--- src/rtl/sync_fifo_thr.sv ---
// sync_fifo_thr: single-clock FIFO with binary pointers that wrap modulo 2*DEPTH.
// It provides an occupancy count, almost-full/almost-empty thresholds, sticky
// overflow/underflow flags, a synchronous flush and a selectable
// first-word-fall-through read port.
// All status flags are registered. Each is decoded from the next-state count,
// so it matches the registered count on every cycle.

module sync_fifo_thr #(
  parameter int DATA_WIDTH = 8,
  parameter int ADDR_WIDTH = 4,
  parameter int FWFT       = 0,
  parameter int AF_THRESH  = 12,
  parameter int AE_THRESH  = 2
) (
  input  logic                  clk,
  input  logic                  rst,
  input  logic                  flush,
  input  logic                  wr_req,
  input  logic [DATA_WIDTH-1:0] data_in,
  input  logic                  rd_req,
  output logic [DATA_WIDTH-1:0] data_out,
  output logic                  rd_valid,
  output logic                  fifo_full,
  output logic                  fifo_empty,
  output logic                  almost_full,
  output logic                  almost_empty,
  output logic [ADDR_WIDTH:0]   count,
  output logic                  overflow,
  output logic                  underflow,
  input  logic                  clr_err
);

  localparam int                DEPTH   = 1 << ADDR_WIDTH;
  localparam logic [ADDR_WIDTH:0] DEPTH_C = (ADDR_WIDTH+1)'(DEPTH);
  localparam logic [ADDR_WIDTH:0] AF_C    = (ADDR_WIDTH+1)'(AF_THRESH);
  localparam logic [ADDR_WIDTH:0] AE_C    = (ADDR_WIDTH+1)'(AE_THRESH);
  localparam logic [ADDR_WIDTH:0] ONE_C   = (ADDR_WIDTH+1)'(1);
  localparam logic [ADDR_WIDTH:0] ZERO_C  = (ADDR_WIDTH+1)'(0);

  logic [DATA_WIDTH-1:0] mem_r [DEPTH];
  logic [ADDR_WIDTH:0]   wptr_r, rptr_r, count_r;
  logic [ADDR_WIDTH:0]   wptr_nxt_s, rptr_nxt_s, count_nxt_s;
  logic                  full_r, empty_r, af_r, ae_r;
  logic                  ovf_r, unf_r;
  logic [DATA_WIDTH-1:0] dout_r;
  logic                  rd_valid_r;
  logic                  wr_acc_s, rd_acc_s;
  logic [DATA_WIDTH-1:0] head_s;

  // Acceptance is decided from registered flags only; flush suppresses both ports.
  always_comb begin
    wr_acc_s    = wr_req && !full_r && !flush;
    rd_acc_s    = rd_req && !empty_r && !flush;
    wptr_nxt_s  = wptr_r;
    rptr_nxt_s  = rptr_r;
    count_nxt_s = count_r;
    if (flush) begin
      wptr_nxt_s  = ZERO_C;
      rptr_nxt_s  = ZERO_C;
      count_nxt_s = ZERO_C;
    end else begin
      if (wr_acc_s) begin
        wptr_nxt_s = wptr_r + ONE_C;
      end else begin
        wptr_nxt_s = wptr_r;
      end
      if (rd_acc_s) begin
        rptr_nxt_s = rptr_r + ONE_C;
      end else begin
        rptr_nxt_s = rptr_r;
      end
      case ({wr_acc_s, rd_acc_s})
        2'b10:   count_nxt_s = count_r + ONE_C;
        2'b01:   count_nxt_s = count_r - ONE_C;
        default: count_nxt_s = count_r;
      endcase
    end
  end

  // Pointer, count and status-flag registers; flags are decoded from the next count.
  always_ff @(posedge clk or negedge rst) begin
    if (!rst) begin
      wptr_r  <= ZERO_C;
      rptr_r  <= ZERO_C;
      count_r <= ZERO_C;
      full_r  <= 1'b0;
      empty_r <= 1'b1;
      af_r    <= 1'b0;
      ae_r    <= 1'b1;
    end else begin
      wptr_r  <= wptr_nxt_s;
      rptr_r  <= rptr_nxt_s;
      count_r <= count_nxt_s;
      full_r  <= (count_nxt_s == DEPTH_C);
      empty_r <= (count_nxt_s == ZERO_C);
      af_r    <= (count_nxt_s >= AF_C);
      ae_r    <= (count_nxt_s <= AE_C);
    end
  end

  // Storage array; contents need no reset because the pointers define validity.
  always_ff @(posedge clk) begin
    if (wr_acc_s) begin
      mem_r[wptr_r[ADDR_WIDTH-1:0]] <= data_in;
    end
  end

  assign head_s = mem_r[rptr_r[ADDR_WIDTH-1:0]];

  // Sticky error flags: a new error in the same cycle beats clr_err, and flush leaves them alone.
  always_ff @(posedge clk or negedge rst) begin
    if (!rst) begin
      ovf_r <= 1'b0;
      unf_r <= 1'b0;
    end else if (flush) begin
      ovf_r <= ovf_r;
      unf_r <= unf_r;
    end else begin
      if (wr_req && full_r) begin
        ovf_r <= 1'b1;
      end else if (clr_err) begin
        ovf_r <= 1'b0;
      end else begin
        ovf_r <= ovf_r;
      end
      if (rd_req && empty_r) begin
        unf_r <= 1'b1;
      end else if (clr_err) begin
        unf_r <= 1'b0;
      end else begin
        unf_r <= unf_r;
      end
    end
  end

  // Read data register.
  // Registered mode: it captures the head word on an accepted read.
  // FWFT mode: it tracks the shown word so data_out can hold that word once the FIFO empties.
  always_ff @(posedge clk or negedge rst) begin
    if (!rst) begin
      dout_r     <= {DATA_WIDTH{1'b0}};
      rd_valid_r <= 1'b0;
    end else begin
      rd_valid_r <= rd_acc_s;
      if (FWFT != 0) begin
        if (!empty_r) begin
          dout_r <= head_s;
        end else begin
          dout_r <= dout_r;
        end
      end else begin
        if (rd_acc_s) begin
          dout_r <= head_s;
        end else begin
          dout_r <= dout_r;
        end
      end
    end
  end

  assign data_out     = ((FWFT != 0) && !empty_r) ? head_s : dout_r;
  assign rd_valid     = (FWFT != 0) ? !empty_r : rd_valid_r;
  assign fifo_full    = full_r;
  assign fifo_empty   = empty_r;
  assign almost_full  = af_r;
  assign almost_empty = ae_r;
  assign count        = count_r;
  assign overflow     = ovf_r;
  assign underflow    = unf_r;

endmodule

--- config.mk ---
export PLATFORM = sky130hd
export DESIGN_NAME = sync_fifo_thr
export DESIGN_NICKNAME = d
export VERILOG_FILES = /design/src/rtl/sync_fifo_thr.sv
export SDC_FILE = /design/constraint.sdc
export NUM_CORES = 1
export LEC_CHECK = 0
export BUFFER_PORTS_ARGS = -buffer_cell sky130_fd_sc_hd__buf_2
export CAP_MARGIN = 20
export CORE_MARGIN = 2
export CORE_UTILIZATION = 35
export CTS_BUF_LIST = sky130_fd_sc_hd__clkbuf_2
export DETAILED_ROUTE_END_ITERATION = 12
export GPL_TIMING_DRIVEN = 1
export PLACE_DENSITY_LB_ADDON = 0.12
export SLEW_MARGIN = 20
export SYNTH_ARGS = -nofsm -noshare
export SYNTH_HDL_FRONTEND = slang
export SYNTH_SLANG_ARGS = --single-unit
--- constraint.sdc ---
create_clock -name clk -period 5.5 [get_ports clk]
set_input_delay 0.55 -clock clk [delete_from_list [all_inputs] [get_ports clk]]
set_output_delay 0.55 -clock clk [all_outputs]
set_load 0.02 [all_outputs]
==> results.py, run 1 <==
metrics = {
    "sta": {
        "max_freq_mhz": 314.1,
        "setup_tns_ps": 0,
        "period_needed_ps": 3184,
        "rsz0062_at_grt": "no",
        "post-route-period-util_pct": 57.89,
        "hold_slack_ps": 131.7,
        "hold_viol": 0,
        "tightest_slew_ps": 939.7,
        "slew_headroom_pct": 37.12,
        "slew_viol_final": 0,
        "setup_viol": 0,
        "clock_skew_ps": 37.38,
    },
    "layout": {
        "area_delta_synth_final_pct": 9.556,
        "drive_gt1_share_pct": 28.50,
        "seq_area_um2": 4548,
        "fin_util_pct": 38.94,
        "nFillCells": 1671,
        "postLayoutCellArea_um2": 6972,
        "nets": 415,
        "mostFrequentLayoutCells": "edfxtp_1, mux4_2, nand2_1",
        "final_common_cell": "edfxtp_1",
        "multi_input_area_um2": 1699,
    },
    "global_routing": {
        "antenna_found_initial": 1,
        "grt_pass1_vias": 3333,
        "grt_pass1_wl_mm": 20.32,
        "overflow": 0,
        "grt_start_max_net_pins": 36,
        "groute.usage.overall_pct": 14.29,
    },
    "logic_synthesis": {
        "netlist_area_um2": 6364,
        "synth_fp_nets": 378,
        "synth_cell_type_count": 43,
        "postSynthAreaPerCell_um2": 17.83,
        "ys.flop_type": "edfxtp_1",
        "ys.warnings.count": 0,
        "ys_ff_latch": 156,
        "async_reset_ff_share_pct": 17.95,
        "yosysSeqAreaShare_pct": 71.45,
        "synthCells": 357,
        "synth_edf_count": 128,
    },
    "power_and_ir_drop": {
        "seq_power_share_pct": 62.1,
        "ir_drop_mv": 0.1399,
        "total_power_mw": 2.199,
        "internal-power_mw": 1.564,
        "pwr-share-clk_pct": 25.0,
        "p_leak_nw": 2.411,
        "power.switching_mw": 0.6352,
        "power_frac_comb_pct": 12.9,
        "swShare_pct": 28.88,
        "p_per_area_nw_per_um2": 315.5,
    },
    "setup_path": {
        "crit_required_ps": 6110,
        "cp_common_cell": "a21o_1",
        "slowest_stage": "or3b_1",
        "cpPeakStageDelay_ps": 570,
        "reg2reg_slack_ps": 2380,
        "cp-start-kind": "input pin",
        "worstPathArrival_ps": 3790,
        "cp-end-kind": "flop",
        "crit_chain": "dlygate4sd3_1 -> buf_2 -> or3b_1 -> inv_1 -> nand2_1 -> xnor2_1 -> ha_1 -> a21o_1 -> or4_4 -> a21o_1 -> a31oi_1 -> nor3b_1",
        "crit_path_max_fanout": 15,
        "path_buf_inv": 3,
        "criticalPathCategory": "in -> reg",
        "cp_top_family": "simple AND/OR/NAND/NOR gates",
    },
    "drt": {
        "vias": 3205,
        "drc": 0,
        "viasPerCell": 5.031,
        "drtAntennaViolNets": 0,
        "drt-total-wl_mm": 13.00,
        "routedWlPerCell_um": 20.40,
        "drtPass1Iterations": 4,
        "first_iter_violations": 209,
    },
    "clocking": {
        "cts_made_buffers": 17,
        "clock-sinks": 156,
        "hold_buffers": 2,
        "ctsHtreeMaxLevel": 4,
        "clk_pin_slew_ps": 230,
        "cts_buffer_depth": 2,
        "cts-root-buf": "clkbuf_2",
        "clk_latency_ps": 690,
        "cts_resized": 0,
        "post-cts-setup-buffer-count": 0,
        "cts_tree": "done",
    },
    "worst_hold_path": {
        "min_path_type": "in -> reg",
    },
    "outcome": {
        "status": "finished, final reports clean",
    },
    "run": {
        "cap_violations": 0,
    },
    "placed_design": {
        "placed_area_um2": 6744,
        "dpl.hpwl_mm": 8.679,
        "io_buffers": 33,
        "gp_congestion": 0.7851,
    },
    "floorplan": {
        "initial_utilization_pct": 35.55,
        "core_area_um2": 17900,
        "die_x_um": 138.8,
        "rows": 49,
        "num_io_pins": 34,
        "die_y_um": 138.8,
        "die-area_um2": 19280,
    },
}
-- cell type report --
class,count,area share (%)
timing repair buffer,39,3.123
clock buffer,17,1.220
clock inverter,15,1.579
sequential,156,65.24
tap,229,4.110
antenna,1,0.03589
multi-input combinational,174,24.37
inverter,6,0.3230
-- logic make-up after synthesis --
| logic type | after synthesis | synth area share, % |
|---|---|---|
| DFF | 156 | 71.45 |
| and+or+nand+nor | 96 | 7.255 |
| muxes | 43 | 14.65 |
| buffers and inverters | 27 | 1.848 |
| AOI/OAI and AO/OA | 20 | 2.320 |
| xor gates and xnor gates | 8 | 1.101 |
| adders and majority gates | 7 | 1.376 |
-- cell usage after synthesis (4+ instances only) --
master / instances / area (µm²)
edfxtp_1: 128 / 3844
mux4_2: 40 / 900.9
nand2_1: 36 / 135.1
dfrtp_1: 26 / 650.6
nor2_1: 23 / 86.33
clkbuf_1: 10 / 37.54
and3_1: 8 / 50.05
buf_2: 7 / 35.03
ha_1: 7 / 87.58
inv_1: 6 / 22.52
xor2_1: 5 / 43.79
nand2b_1: 4 / 25.02
nand3_1: 4 / 20.02
nor2b_1: 4 / 25.02
-- flip-flops by register name (all words and copies together) (netlist names) --
register      cells
almost_full       1
mem_r           128
almost_empty      1
fifo_full         1
fifo_empty        1
data_out          8
rd_valid          1
rptr_r            4
underflow         1
overflow          1
wptr_r            4
count             5
-- power groups by stage --
stage | Sequential, mW | Clock, mW | Combinational, mW
2_1_floorplan | 1.42 | 0 | 0.147
3_3_place_gp | 1.39 | 0 | 0.288
3_5_place_dp | 1.39 | 0 | 0.289
4_1_cts | 1.37 | 0.575 | 0.291
5_1_grt | 1.37 | 0.629 | 0.312
6_report | 1.36 | 0.550 | 0.284
-- routing by layer --
layer	up-vias	wire length [µm]	global-route usage, %
met3	5	388	3.902
li1	1466	-	-
met5	-	0	0
met4	0	72	4.147
met2	55	6217	22.37
met1	1679	6317	19.76
-- path summary, 6_finish.rpt --
| check | cells past startpoint | start | endpoint |
|---|---|---|---|
| worst min register to register | 2 | data_out[4] | data_out[4] |
| worst max-delay path | 12 | rd_req | fifo_full |
| min in group asynchronous | 2 | rst | count[4] |
| worst max register to register | 10 | fifo_empty | fifo_full |
| worst min-delay path | 4 | clr_err | overflow |
| max in group asynchronous | 2 | rst | data_out[3] |
-- stage by stage --
step | std cells | setup slack, ps
after floorplan | 357 | 2559
after global placement | 601 | 1976
after detailed placement | 601 | 1869
after CTS | 635 | 2371
after global routing | 637 | 2131
final | 637 | 2316
-- worst register-to-register path, delay by kind of cell (launching register included) --
kind / cells / cell delay, ps
AO/OA/AOI/OAI: 3 / 640
XOR/XNOR: 1 / 150
adder cells (fa/ha/maj): 1 / 220
buffers and inverters: 1 / 370
flip-flops: 1 / 450
AND/OR/NAND/NOR: 4 / 1220
(Power assumes the default switching activity.)
==> inputs of run 2 (changes only) <==
==> constraint.sdc (replaced) <==
create_clock -name clk -period 3 [get_ports clk]
set_input_delay 0.3 -clock clk [delete_from_list [all_inputs] [get_ports clk]]
set_output_delay 0.3 -clock clk [all_outputs]
set_load 0.02 [all_outputs]
==> results.py, run 2 (synthesis results as in run 1) <==
metrics = {
    "floorplan": {
        "rows": 49,
        "num_io_pins": 34,
        "die_y_um": 138.8,
        "die-area_um2": 19280,
        "die_x_um": 138.8,
        "initial_utilization_pct": 35.55,
        "core_area_um2": 17900,
    },
    "layout": {
        "nets": 440,
        "nFillCells": 1658,
        "final_common_cell": "edfxtp_1",
        "mostFrequentLayoutCells": "edfxtp_1, mux4_2, nand2_1",
        "drive_gt1_share_pct": 30.32,
        "largest_reg_flops": 128,
        "area_delta_synth_final_pct": 13.70,
    },
    "global_routing": {
        "groute.usage.overall_pct": 14.62,
        "grt_start_max_net_pins": 36,
        "grt_pass1_vias": 3309,
        "grt_pass1_wl_mm": 20.55,
        "antenna_found_initial": 1,
        "overflow": 0,
    },
    "setup_path": {
        "crit_chain": "or3b_1 -> inv_1 -> buf_4 -> ha_1 -> or4_4 -> a21o_1 -> a31oi_1 -> nor3b_1",
        "criticalPathCategory": "reg -> reg",
        "cpPeakStageDelay_ps": 570,
        "cp-start-kind": "flop",
        "crit_required_ps": 3630,
        "slowest_stage": "or4_4",
        "cp-end-kind": "flop",
        "worstPathArrival_ps": 3190,
        "crit_path_max_fanout": 11,
    },
    "sta": {
        "hold_viol": 0,
        "post-route-period-util_pct": 85.55,
        "slew_viol_final": 0,
        "clock_skew_ps": 40.12,
        "rsz0062_at_grt": "no",
        "setup_viol": 0,
        "period_needed_ps": 2566,
        "slew_headroom_pct": 41.78,
        "setup_tns_ps": 0,
        "setup_ws_ps": 433.5,
        "tightest_slew_ps": 870.1,
        "max_freq_mhz": 389.6,
    },
    "clocking": {
        "hold_buffers": 14,
        "cts_made_buffers": 17,
        "ctsHtreeMaxLevel": 4,
        "clk_latency_ps": 720,
        "clk_pin_slew_ps": 260,
        "cts_resized": 0,
        "cts-root-buf": "clkbuf_2",
        "post-cts-setup-buffer-count": 0,
        "cts_buffer_depth": 2,
        "clock-sinks": 156,
        "cts_tree": "done",
    },
    "placed_design": {
        "dpl.hpwl_mm": 8.612,
        "gp_congestion": 0.7715,
        "dp_slack_ps": 374.6,
        "io_buffers": 33,
    },
    "drt": {
        "drc": 0,
        "first_iter_violations": 241,
        "viasPerCell": 4.992,
        "routedWlPerCell_um": 20.30,
        "drtPass1Iterations": 4,
        "vias": 3305,
        "drt-total-wl_mm": 13.44,
        "drtAntennaViolNets": 0,
    },
    "power_and_ir_drop": {
        "p_per_area_nw_per_um2": 584.9,
        "p_leak_nw": 2.559,
        "ir_drop_mv": 0.2937,
    },
    "run": {
        "cap_violations": 0,
    },
    "worst_hold_path": {
        "min_path_type": "in -> async",
    },
    "outcome": {
        "status": "finished, final reports clean",
    },
}
[run 2: cell count changes in the layout (fill, tap and decap cells not counted)]
cell / before / now
buf_4: 3 / 17
bufinv_16: 0 / 2
clkinv_1: 1 / 0
clkinvlp_4: 3 / 2
dlygate4sd3_1: 3 / 14
[run 2: layer usage]
metal / share of wire, % / routed length (µm) / GRT usage, %
met5: 0 / 0 / 0
met4: 0.94 / 126 / 4.944
met3: 3.9 / 520 / 3.315
met2: 48 / 6412 / 22.12
met1: 47 / 6379 / 21.08
[run 2: cell type report]
type | count | area (µm²) | area share, %
Antenna cell | 1 | 2.502 | 0.03458
Clock buffer | 17 | 85.08 | 1.176
Clock inverter | 15 | 158.9 | 2.196
Inverter | 6 | 22.52 | 0.3113
Multi-Input combinational cell | 174 | 1699 | 23.48
Sequential cell | 156 | 4548 | 62.86
Tap cell | 229 | 286.5 | 3.960
Timing Repair Buffer | 64 | 432.9 | 5.983
[run 2: metrics by stage]
step           cells  total power [mW]  cell area, µm²  util (%)  hold WS [ps]
5_1_grt          662             4.454            7236     40.42         51.08
4_1_cts          661             4.304            7233     40.40         43.78
2_1_floorplan    357             2.877            6364         -         4.409
3_3_place_gp     615             3.079            6849     38.26         355.4
3_5_place_dp     615             3.084            6849     38.26         370.5
6_report         662             4.232            7236     40.42         86.16
[run 2: worst paths after layout]
check,end,startpoint,slack [ps],depth (start not counted)
worst min-delay path,rd_valid,rst,90,2
min in group clk,overflow,clr_err,420,5
worst max-delay path,fifo_full,fifo_empty,430,8
worst min register to register,data_out[2],data_out[2],500,2
worst max register to register,fifo_full,fifo_empty,430,8
max in group asynchronous,rptr_r[0],rst,2440,2
[run 2: worst max-delay path: cells and delay by family, from the launching register on]
family                   cells  cell delay (ps)
AO/OA/AOI/OAI                2              450
flip-flops                   1              430
AND/OR/NAND/NOR              3             1030
buffers and inverters        2              270
adder cells (fa/ha/maj)      1              340
[run 2: where the power goes]
group	total (mW)	switching, mW	internal, mW
clock network	1.19	0.796	0.397
logic	0.542	0.308	0.234
registers	2.50	0.0661	2.43
total	4.23	1.17	3.06
==> inputs of run 3 (changes only) <==
==> constraint.sdc (replaced) <==
create_clock -name clk -period 3.05 [get_ports clk]
set_input_delay 0.305 -clock clk [delete_from_list [all_inputs] [get_ports clk]]
set_output_delay 0.305 -clock clk [all_outputs]
set_load 0.02 [all_outputs]
==> results.py, run 3 (synthesis results as in run 1) <==
metrics = {
    "outcome": {
        "status": "finished, final reports clean",
    },
    "layout": {
        "postLayoutCellArea_um2": 7193,
        "largest_reg_flops": 128,
        "drive_gt1_share_pct": 29.04,
        "stdcell_count": 658,
        "area_delta_synth_final_pct": 13.04,
        "final_common_cell": "edfxtp_1",
        "mostFrequentLayoutCells": "edfxtp_1, mux4_2, nand2_1",
        "nFillCells": 1689,
        "nets": 435,
    },
    "sta": {
        "slew_headroom_pct": 42.71,
        "setup_viol": 0,
        "max_freq_mhz": 389.5,
        "tightest_slew_ps": 856.2,
        "slew_viol_final": 0,
        "post-route-period-util_pct": 84.18,
        "rsz0062_at_grt": "no",
        "clock_skew_ps": 32.87,
        "setup_tns_ps": 0,
        "hold_viol": 0,
        "period_needed_ps": 2567,
    },
    "setup_path": {
        "cp-end-kind": "flop",
        "cp-start-kind": "flop",
        "cpPeakStageDelay_ps": 570,
        "slowest_stage": "or4_4",
        "crit_required_ps": 3650,
        "path_depth": 8,
        "crit_start": "fifo_empty",
        "r2r_cells": 8,
        "path_buf_inv": 2,
        "crit_path_max_fanout": 11,
        "cp_top_family": "simple AND/OR/NAND/NOR gates",
        "criticalPathCategory": "reg -> reg",
        "crit_chain": "or3b_1 -> inv_1 -> buf_4 -> ha_1 -> or4_4 -> nand3_1 -> a31oi_1 -> nor3_1",
        "worstReg2RegStart": "fifo_empty",
        "reg2reg_slack_ps": 480,
        "reg2reg_to": "fifo_empty",
        "crit_path_end": "fifo_empty",
        "worstPathArrival_ps": 3170,
    },
    "worst_hold_path": {
        "min_path_type": "in -> async",
    },
    "clocking": {
        "cts_made_buffers": 17,
        "cts-root-buf": "clkbuf_2",
        "clk_pin_slew_ps": 220,
        "cts_tree": "done",
        "ctsHtreeMaxLevel": 4,
        "cts_resized": 0,
        "cts_buffer_depth": 2,
        "clock-sinks": 156,
        "clk_latency_ps": 720,
    },
    "power_and_ir_drop": {
        "power.switching_mw": 1.096,
        "pwr-share-clk_pct": 27.0,
        "swShare_pct": 26.75,
        "power_frac_comb_pct": 13.3,
        "p_per_area_nw_per_um2": 569.6,
        "seq_power_share_pct": 59.7,
        "total_power_mw": 4.097,
        "internal-power_mw": 3.001,
        "ir_drop_mv": 0.2265,
        "p_leak_nw": 2.527,
    },
    "floorplan": {
        "die-area_um2": 19280,
        "die_x_um": 138.8,
        "initial_utilization_pct": 35.55,
        "num_io_pins": 34,
        "rows": 49,
        "core_area_um2": 17900,
        "die_y_um": 138.8,
    },
    "placed_design": {
        "io_buffers": 33,
        "dp.cells": 610,
        "gp_congestion": 0.7880,
        "dpl.hpwl_mm": 8.420,
        "placed_area_um2": 6824,
    },
    "global_routing": {
        "grt_pass1_wl_mm": 20.93,
        "grt_start_max_net_pins": 36,
        "antenna_found_initial": 1,
        "groute.usage.overall_pct": 14.67,
        "grt_pass1_vias": 3487,
        "overflow": 0,
    },
    "drt": {
        "wl_met2_mm": 6.179,
        "wl_met1_mm": 6.414,
        "drtAntennaViolNets": 0,
        "viasPerCell": 4.959,
        "first_iter_violations": 219,
        "drc": 0,
        "routedWlPerCell_um": 20.09,
        "vias": 3263,
        "drtPass1Iterations": 5,
        "drt-total-wl_mm": 13.22,
        "wl_met3_um": 459,
        "routed.top_layer": "met4",
    },
    "run": {
        "cap_violations": 0,
    },
}
[run 3: cell types whose count changed in the layout (fill, tap and decap cells not counted), sizes merged]
| cell | before | now |
|---|---|---|
| buf | 50 | 45 |
| clkbuf | 17 | 20 |
| clkinv | 5 | 6 |
| diode | 1 | 2 |
| inv | 12 | 8 |
[run 3: power groups by stage]
| stage | Clock, mW | Sequential [mW] | Combinational (mW) |
|---|---|---|---|
| finish | 1.11 | 2.45 | 0.543 |
| global route | 1.23 | 2.46 | 0.596 |
| CTS | 1.16 | 2.45 | 0.555 |
| detailed placement | 0 | 2.50 | 0.538 |
| global placement | 0 | 2.49 | 0.537 |
| floorplan | 0 | 2.57 | 0.265 |
[run 3: worst min path at each step]
| stage | cells after the start | end |
|---|---|---|
| final | 2 | count[4] |
| after global routing | 2 | data_out[4] |
| after global placement | 1 | fifo_full |
| after detailed placement | 1 | almost_full |
| after CTS | 2 | rd_valid |
| after floorplan | 0 | almost_full |
[run 3: repair_timing]
| item | in CTS | in global routing |
|---|---|---|
| buffers inserted | 0 | 0 |
| hold buffers | 14 | 0 |
| hold endpoints to repair | 170 | 0 |
[run 3: per-stage QoR]
stage / utilization, % / hold WS [ps] / worst slack (ps)
3_5_place_dp: 38.12 / 376.4 / 400.5
5_1_grt: 40.18 / 115.7 / 399.7
3_3_place_gp: 38.12 / 366.2 / 475.1
6_report: 40.18 / 130.9 / 482.6
2_1_floorplan: - / 9.409 / 354.4
4_1_cts: 40.15 / 67.98 / 481.2
[run 3: cell type report]
cell class                 instances  area (µm²)  area share, %
tap                              229       286.5          3.983
inverter                           6       22.52         0.3131
antenna                            2       5.005        0.06958
multi-input combinational        174        1699          23.62
timing repair buffer              59       407.9          5.671
clock inverter                    12       123.9          1.722
clock buffer                      20       100.1          1.392
sequential                       156        4548          63.23
[run 3: layer usage]
metal | vias to the layer above | GRT usage [%]
li1 | 1502 | -
met1 | 1686 | 21.29
met2 | 62 | 22.14
met3 | 13 | 3.280
met4 | 0 | 4.785
met5 | - | 0
